**src/rtl/ft_cmd_engine.sv**
```systemverilog
// ft_cmd_engine: multi-byte host command parser between the FT2232H FIFO
// bridge and the pulse-echo datapath. Opcodes: 0x7 loopback, 0x1 register
// write (NB payload bytes, MSB first), 0x2 register read. Keeps a
// NUM_REGS x REG_W register file, a per-byte payload timeout and a
// saturating error counter.
// Optional build macro CMD_ACK_EN: adds an ACK state that answers every
// write command (0xA0|addr ok, 0xE0|addr bad address, 0xEF timeout).
module ft_cmd_engine #(
  parameter int NUM_REGS = 8,
  parameter int REG_W    = 16,
  parameter int TIMEOUT  = 1024
) (
  input  logic                      clk,
  input  logic                      rst_n,
  output logic                      rd_en,
  input  logic [7:0]                rd_data,
  input  logic                      rd_empty,
  output logic                      wr_en,
  output logic [7:0]                wr_data,
  input  logic                      wr_full,
  output logic [NUM_REGS*REG_W-1:0] reg_file,
  output logic [NUM_REGS-1:0]       reg_wr_stb,
  output logic [7:0]                err_cnt,
  output logic                      busy
);

  localparam int NB = REG_W / 8;
  localparam int TW = $clog2(TIMEOUT + 1);

  typedef enum logic [3:0] {
    IDLE,
    CMD_CAP,
    DECODE,
    LOOP,
    PAY_REQ,
    PAY_CAP,
    COMMIT,
    RESP
`ifdef CMD_ACK_EN
    , ACK
`endif
  } state_t;

  state_t           state;
  logic [7:0]       cmd;
  logic [REG_W-1:0] payload;
  logic [2:0]       cnt;
  logic [TW-1:0]    tmo_cnt;
  logic [REG_W-1:0] regs [NUM_REGS];
  logic [REG_W-1:0] sel_reg;
  logic [7:0]       resp_byte;
  logic [3:0]       opcode;
  logic [3:0]       addr;
  logic             addr_ok;
`ifdef CMD_ACK_EN
  logic [7:0]       ack_byte;
`endif

  function automatic logic [7:0] sat_inc(input logic [7:0] v);
    return (v == 8'hFF) ? v : v + 8'd1;
  endfunction

  assign opcode  = cmd[7:4];
  assign addr    = cmd[3:0];
  assign addr_ok = ({1'b0, addr} < 5'(NUM_REGS));
  assign busy    = (state != IDLE);

  // Response byte: selected register (zero when out of range), byte cnt.
  always_comb begin
    sel_reg = '0;
    for (int unsigned k = 0; k < NUM_REGS; k++) begin
      if (addr == 4'(k)) sel_reg = regs[k];
    end
    resp_byte = 8'(sel_reg >> {cnt, 3'b000});
  end

  // Flatten the register file onto the output bus.
  always_comb begin
    reg_file = '0;
    for (int unsigned k = 0; k < NUM_REGS; k++) begin
      reg_file[k*REG_W +: REG_W] = regs[k];
    end
  end

  // Command FSM with registered strobes, data and register file.
  // rd_en is registered, so it is high during the first cycle of CMD_CAP /
  // PAY_CAP and the bridge data is valid in the cycle after; the capture
  // states therefore wait while rd_en is still high.
  always_ff @(posedge clk or negedge rst_n) begin
    if (!rst_n) begin
      state      <= IDLE;
      rd_en      <= 1'b0;
      wr_en      <= 1'b0;
      wr_data    <= '0;
      reg_wr_stb <= '0;
      err_cnt    <= '0;
      cmd        <= '0;
      payload    <= '0;
      cnt        <= '0;
      tmo_cnt    <= '0;
      for (int unsigned k = 0; k < NUM_REGS; k++) regs[k] <= '0;
`ifdef CMD_ACK_EN
      ack_byte   <= '0;
`endif
    end else begin
      rd_en      <= 1'b0;
      wr_en      <= 1'b0;
      reg_wr_stb <= '0;
      case (state)
        IDLE: begin
          if (!rd_empty) begin
            rd_en <= 1'b1;
            state <= CMD_CAP;
          end
        end
        CMD_CAP: begin
          if (!rd_en) begin
            cmd   <= rd_data;
            state <= DECODE;
          end
        end
        DECODE: begin
          case (opcode)
            4'h7: state <= LOOP;
            4'h1: begin
              cnt     <= 3'(NB);
              tmo_cnt <= '0;
              payload <= '0;
              state   <= PAY_REQ;
            end
            4'h2: begin
              cnt <= 3'(NB - 1);
              if (!addr_ok) err_cnt <= sat_inc(err_cnt);
              state <= RESP;
            end
            default: begin
              err_cnt <= sat_inc(err_cnt);
              state   <= IDLE;
            end
          endcase
        end
        LOOP: begin
          if (!wr_en && !wr_full) begin
            wr_en   <= 1'b1;
            wr_data <= cmd;
            state   <= IDLE;
          end
        end
        PAY_REQ: begin
          if (!rd_empty) begin
            rd_en   <= 1'b1;
            tmo_cnt <= '0;
            state   <= PAY_CAP;
          end else if (tmo_cnt == TW'(TIMEOUT - 1)) begin
            err_cnt <= sat_inc(err_cnt);
            tmo_cnt <= '0;
`ifdef CMD_ACK_EN
            ack_byte <= 8'hEF;
            state    <= ACK;
`else
            state    <= IDLE;
`endif
          end else begin
            tmo_cnt <= tmo_cnt + 1'b1;
          end
        end
        PAY_CAP: begin
          if (!rd_en) begin
            payload <= (payload << 8) | REG_W'(rd_data);
            cnt     <= cnt - 3'd1;
            state   <= (cnt == 3'd1) ? COMMIT : PAY_REQ;
          end
        end
        COMMIT: begin
          for (int unsigned k = 0; k < NUM_REGS; k++) begin
            if (addr == 4'(k)) begin
              regs[k]       <= payload;
              reg_wr_stb[k] <= 1'b1;
            end
          end
          if (!addr_ok) err_cnt <= sat_inc(err_cnt);
`ifdef CMD_ACK_EN
          ack_byte <= addr_ok ? {4'hA, addr} : {4'hE, addr};
          state    <= ACK;
`else
          state    <= IDLE;
`endif
        end
        RESP: begin
          if (!wr_en && !wr_full) begin
            wr_en   <= 1'b1;
            wr_data <= resp_byte;
            if (cnt == 3'd0) state <= IDLE;
            else             cnt   <= cnt - 3'd1;
          end
        end
`ifdef CMD_ACK_EN
        ACK: begin
          if (!wr_en && !wr_full) begin
            wr_en   <= 1'b1;
            wr_data <= ack_byte;
            state   <= IDLE;
          end
        end
`endif
        default: state <= IDLE;
      endcase
    end
  end

endmodule

```
**config.mk**
```make
export PLATFORM = sky130hd
export DESIGN_NAME = ft_cmd_engine
export DESIGN_NICKNAME = d
export VERILOG_FILES = /design/src/rtl/ft_cmd_engine.sv
export SDC_FILE = /design/constraint.sdc
export NUM_CORES = 1
export LEC_CHECK = 0
export CAP_MARGIN = 20
export CORE_UTILIZATION = 53
export DETAILED_ROUTE_END_ITERATION = 6
export HOLD_SLACK_MARGIN = 0.15
export PLACE_DENSITY_LB_ADDON = 0.2
export SETUP_SLACK_MARGIN = 0.3
export SLEW_MARGIN = 30
export SYNTH_ARGS = -nofsm -noshare
export SYNTH_HDL_FRONTEND = slang
export SYNTH_SLANG_ARGS = --single-unit
```
**constraint.sdc**
```tcl
create_clock -name clk -period 2.8 [get_ports clk]
set_clock_uncertainty 0.1 [all_clocks]
set_input_delay 0.56 -clock clk [delete_from_list [all_inputs] [get_ports clk]]
set_output_delay 0.56 -clock clk [all_outputs]
set_load 0.01 [all_outputs]
```
==> flow_metrics.py, run 1 <==
metrics = {
    "setup_path": {
        "reg2reg_slack_ns": 0.49,
        "worstReg2RegEnd": "wr_data[1]$_DFFE_PN0P_",
        "end_kind": "output port",
        "setup.worst_path.class": "register to output port",
        "reg2reg_depth": 5,
        "critPathLaunchType": "register",
        "critical_path_required_ns": 2.14,
        "worstPathArrival_ns": 1.76,
        "path_max_fanout": 15,
        "rr_startpoint": "cmd[1]$_DFFE_PN0P_",
    },
    "sta": {
        "max_slew_margin": 0.5057,
        "drv_slew": 0,
        "period_needed_ns": 2.420,
        "fmax_mhz": 413.2,
        "rsz0062_at_grt": "false",
        "worst_pin_slew_ns": 0.7415,
        "post-route-period-util": 0.8642,
        "setup_tns_ns": 0,
        "setup_viol": 0,
        "hold_violations": 0,
    },
    "yosys": {
        "synthesis.area_um2": 9112,
        "synth_top_cells_by_area": "dfrtp_1, mux2_2, mux2i_1",
        "synth-edff-count": 0,
        "synth-seq-cells": 195,
        "ys_seq_area_frac": 0.5355,
        "ys_types": 62,
        "synth_cells": 750,
        "synth_flop_cell": "dfrtp_1",
        "synth_top_area_frac": 0.5355,
        "syn_avg_cell_area_um2": 12.15,
        "async_flop_share": 1.000,
        "yosysWarnings": 0,
        "syn-num-nets": 767,
        "yosys.area.top_type": "dfrtp_1",
    },
    "cts": {
        "clk_latency_ns": 0.45,
        "cts-root-buf": "clkbuf_16",
        "clock-sinks": 195,
        "cts_buffer_depth": 2,
        "cts_made_buffers": 17,
        "cts_tree": "built",
        "htree_levels": 4,
        "clk_pin_slew_ns": 0.07,
    },
    "cells_and_area": {
        "layout.cells.non_filler": 1153,
        "nets": 938,
        "final_cell_mix": "dfrtp_1, clkdlybuf4s50_1, mux2_2, o21ai_0, buf_4",
        "layout_commonest_cell": "dfrtp_1",
        "antenna_cells": 0,
        "stdcell_area_um2": 11720,
        "drive_gt1_frac": 0.2497,
        "areaGrowthSynthToFinish_pct": 28.59,
        "fillers": 1200,
    },
    "place": {
        "dp_hpwl_um": 18190,
        "place_area_um2": 11080,
        "dp_cells": 1119,
        "port_buffers": 166,
        "routabilityCongestion": 0.8957,
    },
    "grt": {
        "gr-usage-all-layers": 0.3030,
        "grt_pass1_wl_um": 40560,
        "met1_usage": 0.4009,
        "use_met2": 0.4892,
        "grt_overflow_total": 0,
        "grt_max_degree": 64,
        "antenna_found_initial": 0,
        "grt_busiest_layer": "met2",
        "use_met3": 0.06202,
        "grt_pass1_vias": 7107,
    },
    "drt": {
        "detail_route.wl_per_cell_um": 22.55,
        "drt_wl_total_um": 26000,
        "ant_nets": 0,
        "post_drt_via_cell_ratio": 6.252,
        "firstDrtPassIters": 5,
        "vias": 7208,
        "drcViolationCount": 0,
        "drt_iter0_drc": 591,
    },
    "floorplan": {
        "start_util": 0.5456,
        "row_count": 47,
        "core_area_um2": 16700,
        "die_h_um": 133.1,
        "die_w_um": 133.1,
        "io_pins": 167,
        "die_area_um2": 17720,
    },
    "min_path": {
        "hp-class": "register to register",
        "whs_path_depth": 1,
        "min_to": "tmo_cnt[6]$_DFFE_PN0P_",
        "worstHoldStart": "tmo_cnt[6]$_DFFE_PN0P_",
    },
    "run": {
        "cap_violations": 0,
    },
    "power": {
        "max-vdd-ir-drop_uv": 548.8,
        "cellLeakagePower_nw": 5.359,
        "cellPowerDensity_nw_per_um2": 782.5,
    },
    "outcome": {
        "status": "complete, no violations",
    },
}
-- worst max-delay path by stage --
stage	startpoint	to	slack, ns	depth (start not counted)
after global routing	state[0]$_DFFE_PN0P_	busy	0.34	4
after detailed placement	wr_full	wr_data[0]$_DFFE_PN0P_	0.38	8
after floorplan	state[0]$_DFFE_PN0P_	reg_file[55]$_DFFE_PN0P_	0.73	6
final	state[0]$_DFFE_PN0P_	busy	0.38	4
after CTS	state[1]$_DFFE_PN0P_	busy	0.30	4
after global placement	rd_empty	state[2]$_DFFE_PN0P_	0.44	5
-- state kept, by name, indices dropped and copies added (netlist names) --
signal      flops
reg_file      128
tmo_cnt        11
rd_en           1
payload        16
state           3
cnt             3
err_cnt         8
wr_data         8
cmd             8
wr_en           1
reg_wr_stb      8
-- cell type report --
type | count | area, um2 | area share
flip-flops and latches | 195 | 4882 | 0.4167
multi-input cells | 489 | 3949 | 0.3370
repair buffers | 205 | 1973 | 0.1684
clock buffers | 18 | 439.2 | 0.03748
well taps | 220 | 275.3 | 0.02349
clock inverters | 13 | 146.4 | 0.01249
inverters | 13 | 52.55 | 0.004485
-- cell usage after synthesis, drive strengths merged (3+ instances only) --
cell,instances
dfrtp,195
mux2,148
o21ai,38
nor2,36
nand2,33
mux2i,28
clkbuf,27
buf,26
a22o,19
nand3,18
a21oi,16
o22ai,15
inv,12
o2111ai,12
o221ai,12
and3,11
nand4,9
nor2b,9
a31oi,8
nand2b,8
nor3,7
ha,5
xnor2,4
xor2,4
and2,3
nor3b,3
nor4b,3
o31ai,3
or3,3
-- repair_timing --
| item | 4_1_cts | 5_1_grt |
|---|---|---|
| resized for setup | 1 | 3 |
| hold buffers | 1 | 0 |
| endpoints found under the hold margin | 58 | 0 |
| buffers inserted | 0 | 2 |
| cloned | 0 | 0 |
| setup endpoints to repair | 1 | 7 |
-- critical path, cell delays in order, from the launching register on --
cell             delay [ns]
dfrtp_1                0.38
buf_4                  0.19
nor2_1                 0.18
nand2_1                0.10
clkdlybuf4s50_1        0.48
-- metal layers --
| metal | vias to the layer above | part of all wire |
|---|---|---|
| met3 | 70 | 0.077 |
| met4 | 0 | 0.034 |
| met1 | 3672 | 0.41 |
| met5 | - | 0 |
| met2 | 354 | 0.48 |
| li1 | 3112 | - |
-- where the power goes --
| part | leakage (nW) | internal (mW) | switching (mW) | total, mW |
|---|---|---|---|---|
| combinational | 2.41 | 1.32 | 1.62 | 2.94 |
| clock | 0.289 | 1.28 | 1.15 | 2.43 |
| sequential | 2.66 | 3.19 | 0.612 | 3.80 |
-- per-stage QoR --
step / total power, mW / util / hold slack, ns / worst slack (ns)
5_1_grt: 9.568 / 0.7016 / 0.4287 / 0.3393
3_5_place_dp: 6.677 / 0.6636 / 0.4010 / 0.3759
2_1_floorplan: 5.447 / - / 0.1644 / 0.7316
3_3_place_gp: 6.590 / 0.6636 / 0.3925 / 0.4369
6_report: 9.169 / 0.7016 / 0.4146 / 0.3801
4_1_cts: 9.112 / 0.6994 / 0.4093 / 0.3010
-- cells by family after synthesis --
kind of cell,count (synthesis),synth area share
XOR/XNOR,8,0.007688
flip-flops,195,0.5355
adder cells (fa/ha/maj),5,0.006865
multiplexers,178,0.2186
AND/OR/NAND/NOR,155,0.09021
AO/OA/AOI/OAI,143,0.1079
buffers and inverters,66,0.03323
Power figures use the tool's default switching activity.
==> run 2: changes to the inputs <==
Settings changed: CORE_ASPECT_RATIO from default to 0.7, CORE_MARGIN from default to 1.5.
==> flow_metrics.py, run 2 (synthesis gave the netlist of run 1 again) <==
metrics = {
    "grt": {
        "gr-usage-all-layers": 0.2984,
        "met1_usage": 0.4255,
        "use_met3": 0.07551,
        "grt_overflow_total": 0,
        "antenna_found_initial": 0,
        "grt_pass1_wl_um": 41040,
        "grt_busiest_layer": "met2",
        "grt_max_degree": 68,
        "use_met2": 0.4539,
        "grt_pass1_vias": 7214,
    },
    "cells_and_area": {
        "final_cell_mix": "dfrtp_1, clkdlybuf4s50_1, mux2_2, o21ai_0, nor2_1",
        "antenna_cells": 0,
        "layout_commonest_cell": "dfrtp_1",
        "nets": 935,
        "drive_gt1_frac": 0.2473,
        "areaGrowthSynthToFinish_pct": 29.07,
        "largest_reg_flops": 128,
    },
    "outcome": {
        "status": "complete, no violations",
    },
    "cts": {
        "clk_latency_ns": 0.44,
        "clock-sinks": 195,
        "cts_made_buffers": 17,
        "cts_buffer_depth": 2,
        "htree_levels": 4,
        "clk_pin_slew_ns": 0.07,
        "cts-root-buf": "clkbuf_16",
        "cts_tree": "built",
    },
    "run": {
        "cap_violations": 0,
    },
    "sta": {
        "post-route-period-util": 0.8408,
        "hold_violations": 0,
        "setup_tns_ns": 0,
        "rsz0062_at_grt": "false",
        "drv_slew": 0,
        "worst_pin_slew_ns": 0.6612,
        "setup_viol": 0,
        "fmax_mhz": 424.8,
        "max_slew_margin": 0.5592,
        "timing.final.ws_setup_ns": 0.4459,
        "period_needed_ns": 2.354,
    },
    "setup_path": {
        "setup.worst_path.class": "register to output port",
        "critical_path_required_ns": 2.14,
        "worstPathArrival_ns": 1.69,
        "critPathLaunchType": "register",
        "path_max_fanout": 16,
        "end_kind": "output port",
    },
    "place": {
        "routabilityCongestion": 0.9296,
        "pre_cts_ws_ns": 0.3000,
        "port_buffers": 166,
        "dp_hpwl_um": 18160,
    },
    "drt": {
        "detail_route.wl_per_cell_um": 22.90,
        "drt_iter0_drc": 644,
        "ant_nets": 0,
        "vias": 7262,
        "firstDrtPassIters": 5,
        "drt_wl_total_um": 26450,
        "drcViolationCount": 0,
        "post_drt_via_cell_ratio": 6.287,
    },
    "power": {
        "p_switching_mw": 3.336,
        "p_seq_frac": 0.419,
        "p_comb_frac": 0.308,
        "cellPowerDensity_nw_per_um2": 791.0,
        "swShare": 0.3586,
        "cellLeakagePower_nw": 5.365,
        "max-vdd-ir-drop_uv": 457.7,
        "p_int_mw": 5.967,
        "p_clk_frac": 0.274,
    },
    "floorplan": {
        "die_area_um2": 18000,
        "io_pins": 167,
        "die_h_um": 112.7,
        "start_util": 0.5509,
        "die_w_um": 159.7,
        "row_count": 39,
        "core_area_um2": 16540,
    },
    "min_path": {
        "hp-class": "register to register",
    },
}
run 2: layer usage:
metal  vias up  wire length, um  part of all wire
li1       3111                -                 -
met1      3684            11360              0.43
met2       409            12070              0.46
met3        58             2456             0.093
met4         0              567             0.021
met5         -                0                 0
run 2: final cells by class:
class / instances / area, um2
clock buffers: 20 / 456.7
clock inverters: 11 / 152.6
fillers: 1126 / 4781
inverters: 13 / 48.80
multi-input cells: 489 / 3963
flip-flops and latches: 195 / 4883
well taps: 225 / 281.5
repair buffers: 202 / 1976
run 2: worst paths after layout:
kind,start,slack (ns),endpoint,depth (start not counted)
setup / recovery,state[0]$_DFFE_PN0P_,0.45,busy,3
hold / removal,err_cnt[3]$_DFFE_PN0P_,0.42,err_cnt[3]$_DFFE_PN0P_,1
setup reg to reg,state[0]$_DFFE_PN0P_,0.47,reg_file[63]$_DFFE_PN0P_,6
hold reg to reg,err_cnt[3]$_DFFE_PN0P_,0.42,err_cnt[3]$_DFFE_PN0P_,1
max in group asynchronous,rst_n,1.20,reg_file[47]$_DFFE_PN0P_,3
min in group asynchronous,rst_n,0.59,tmo_cnt[4]$_DFFE_PN0P_,2
run 2: power groups by stage:
stage	sequential, mW	clock [mW]	combinational (mW)
after detailed placement	3.92	0	2.72
after global placement	3.88	0	2.67
after global routing	3.94	2.68	3.06
after CTS	3.87	2.56	2.76
final	3.89	2.55	2.86
after floorplan	3.60	0	1.85
run 2: worst max-delay path: stages (launching register included):
cell             delay, ns
dfrtp_2               0.51
nor2_1                0.18
nand2_1               0.08
clkdlybuf4s50_1       0.49
run 2: per-stage QoR:
stage | area [um2] | instances | power, mW | hold slack (ns) | util
after global routing | 11760 | 1155 | 9.684 | 0.4422 | 0.7110
after floorplan | 9112 | 750 | 5.447 | 0.1644 | -
after global placement | 11080 | 1120 | 6.548 | 0.3911 | 0.6701
final | 11760 | 1155 | 9.304 | 0.4211 | 0.7110
after detailed placement | 11080 | 1120 | 6.638 | 0.4007 | 0.6701
after CTS | 11710 | 1152 | 9.193 | 0.4141 | 0.7076
run 2: repair_timing:
item,4_1_cts,5_1_grt
hold buffers,1,0
resized for setup,1,5
setup endpoints to repair,3,10
buffers inserted,0,3
endpoints found under the hold margin,62,0
==> run 3: changes to the inputs <==
Clock period 2.8 ns to 2.3 ns, I/O delays scaled along.
==> flow_metrics.py, run 3 (synthesis gave the netlist of run 1 again) <==
metrics = {
    "outcome": {
        "status": "complete, no violations",
    },
    "min_path": {
        "min_to": "tmo_cnt[4]$_DFFE_PN0P_",
        "whs_path_depth": 1,
        "hp-class": "register to register",
        "worstHoldStart": "tmo_cnt[4]$_DFFE_PN0P_",
    },
    "cts": {
        "cts_made_buffers": 17,
        "clock-sinks": 195,
        "cts_tree": "built",
        "clk_latency_ns": 0.44,
        "htree_levels": 4,
        "cts-root-buf": "clkbuf_16",
        "clk_pin_slew_ns": 0.07,
        "cts_buffer_depth": 2,
    },
    "setup_path": {
        "rr_startpoint": "state[0]$_DFFE_PN0P_",
        "end_kind": "register",
        "worstReg2RegEnd": "reg_file[91]$_DFFE_PN0P_",
        "path_cells": "and2b_2 > nand2_4 > or3_4 > nor2_4 > clkbuf_16 > mux2_4",
        "reg2reg_depth": 6,
        "worstPathArrival_ns": 2.30,
        "critical_path_required_ns": 2.52,
        "reg2reg_slack_ns": 0.22,
        "worst_path_max_delay_cell": "or3_4",
        "setup.worst_path.class": "register to register",
        "path_max_fanout": 8,
        "critPathLaunchType": "register",
        "cp_slowest_stage_delay_ns": 0.42,
    },
    "grt": {
        "gr-usage-all-layers": 0.3061,
        "grt_pass1_wl_um": 41980,
        "antenna_found_initial": 0,
        "grt_pass1_vias": 7284,
        "grt_overflow_total": 0,
        "grt_max_degree": 67,
    },
    "drt": {
        "detail_route.wl_per_cell_um": 22.69,
        "drt_iter0_drc": 594,
        "ant_nets": 0,
        "post_drt_via_cell_ratio": 6.099,
        "drt_wl_total_um": 27450,
        "vias": 7380,
        "firstDrtPassIters": 5,
        "drcViolationCount": 0,
    },
    "place": {
        "dp_hpwl_um": 18640,
        "port_buffers": 166,
        "dp_cells": 1141,
        "pre_cts_ws_ns": -0.05425,
        "routabilityCongestion": 0.9241,
    },
    "sta": {
        "rsz0062_at_grt": "true",
        "worst_pin_slew_ns": 0.5060,
        "fmax_mhz": 481.0,
        "setup_viol": 0,
        "max_slew_margin": 0.6627,
        "hold_violations": 0,
        "drv_slew": 0,
        "period_needed_ns": 2.079,
        "timing.final.ws_setup_ns": 0.2209,
        "post-route-period-util": 0.9040,
        "hold_ws_ns": 0.4247,
    },
    "floorplan": {
        "row_count": 39,
        "die_w_um": 159.7,
        "core_area_um2": 16540,
        "die_h_um": 112.7,
        "io_pins": 167,
        "die_area_um2": 18000,
        "start_util": 0.5509,
    },
    "run": {
        "cap_violations": 0,
    },
    "power": {
        "cellPowerDensity_nw_per_um2": 945.6,
        "max-vdd-ir-drop_uv": 499.4,
        "cellLeakagePower_nw": 6.085,
        "power_mw": 11.83,
    },
    "cells_and_area": {
        "layout_commonest_cell": "dfrtp_1",
        "antenna_cells": 0,
        "drive_gt1_frac": 0.3127,
        "layout.cells.non_filler": 1210,
        "nets": 989,
        "final_cell_mix": "dfrtp_1, clkdlybuf4s50_1, mux2_2, buf_4, o21ai_0",
        "largest_reg_flops": 128,
        "areaGrowthSynthToFinish_pct": 37.24,
    },
}
==> run 3: worst max-delay path by stage <==
| stage | endpoint | cells past startpoint | startpoint |
|---|---|---|---|
| floorplan | reg_file[55]$_DFFE_PN0P_ | 6 | state[0]$_DFFE_PN0P_ |
| global placement | err_cnt[5]$_DFFE_PN0P_ | 7 | tmo_cnt[0]$_DFFE_PN0P_ |
| detailed placement | err_cnt[5]$_DFFE_PN0P_ | 7 | tmo_cnt[0]$_DFFE_PN0P_ |
| CTS | reg_file[57]$_DFFE_PN0P_ | 6 | state[0]$_DFFE_PN0P_ |
| global route | reg_file[92]$_DFFE_PN0P_ | 6 | state[0]$_DFFE_PN0P_ |
| finish | reg_file[91]$_DFFE_PN0P_ | 6 | state[0]$_DFFE_PN0P_ |
==> run 3: critical path, delay by kind of cell (launching register included) <==
kind                   cells  cell delay (ns)
flip-flops                 1             0.40
multiplexers               1             0.31
AND/OR/NAND/NOR            4             0.93
buffers and inverters      1             0.21
==> run 3: power breakdown <==
group | total, mW | switching [mW] | internal [mW] | leakage, nW
Sequential | 4.65 | 0.769 | 3.89 | 2.66
Combinational | 4.20 | 2.17 | 2.03 | 3.14
Clock | 2.97 | 1.41 | 1.55 | 0.288
==> run 3: per-stage QoR <==
stage	setup TNS [ns]	instance area, um2	util
after global placement	0	11250	0.6803
after global routing	0	12510	0.7560
after floorplan	0	9124	-
after CTS	0	12140	0.7340
after detailed placement	-0.1491	11250	0.6803
final	0	12510	0.7560
==> run 3: area by class of cell <==
type	count	area, um2
multi-input combinational	489	4151
inverter	13	52.55
fill	1014	4036
sequential	195	4887
clock buffer	18	429.2
clock inverter	14	161.4
tap	225	281.5
timing repair buffer	256	2542
==> run 3: timing repair <==
| item | in CTS | in global routing |
|---|---|---|
| pin swaps | 3 | 10 |
| endpoints found under the hold margin | 53 | 0 |
| endpoints found under the setup margin | 97 | 151 |
| setup buffers | 17 | 18 |
| hold buffers | 1 | 0 |
| cloned | 0 | 1 |
| resized for setup | 32 | 65 |
==> run 3: layer usage <==
metal | GRT usage | vias up | part of all wire | wire [um]
met1 | 0.4501 | 3736 | 0.45 | 12300
met4 | 0.08553 | 0 | 0.016 | 447
li1 | - | 3213 | - | -
met5 | 0 | - | 0 | 0
met3 | 0.06598 | 45 | 0.088 | 2415
met2 | 0.4614 | 386 | 0.45 | 12290
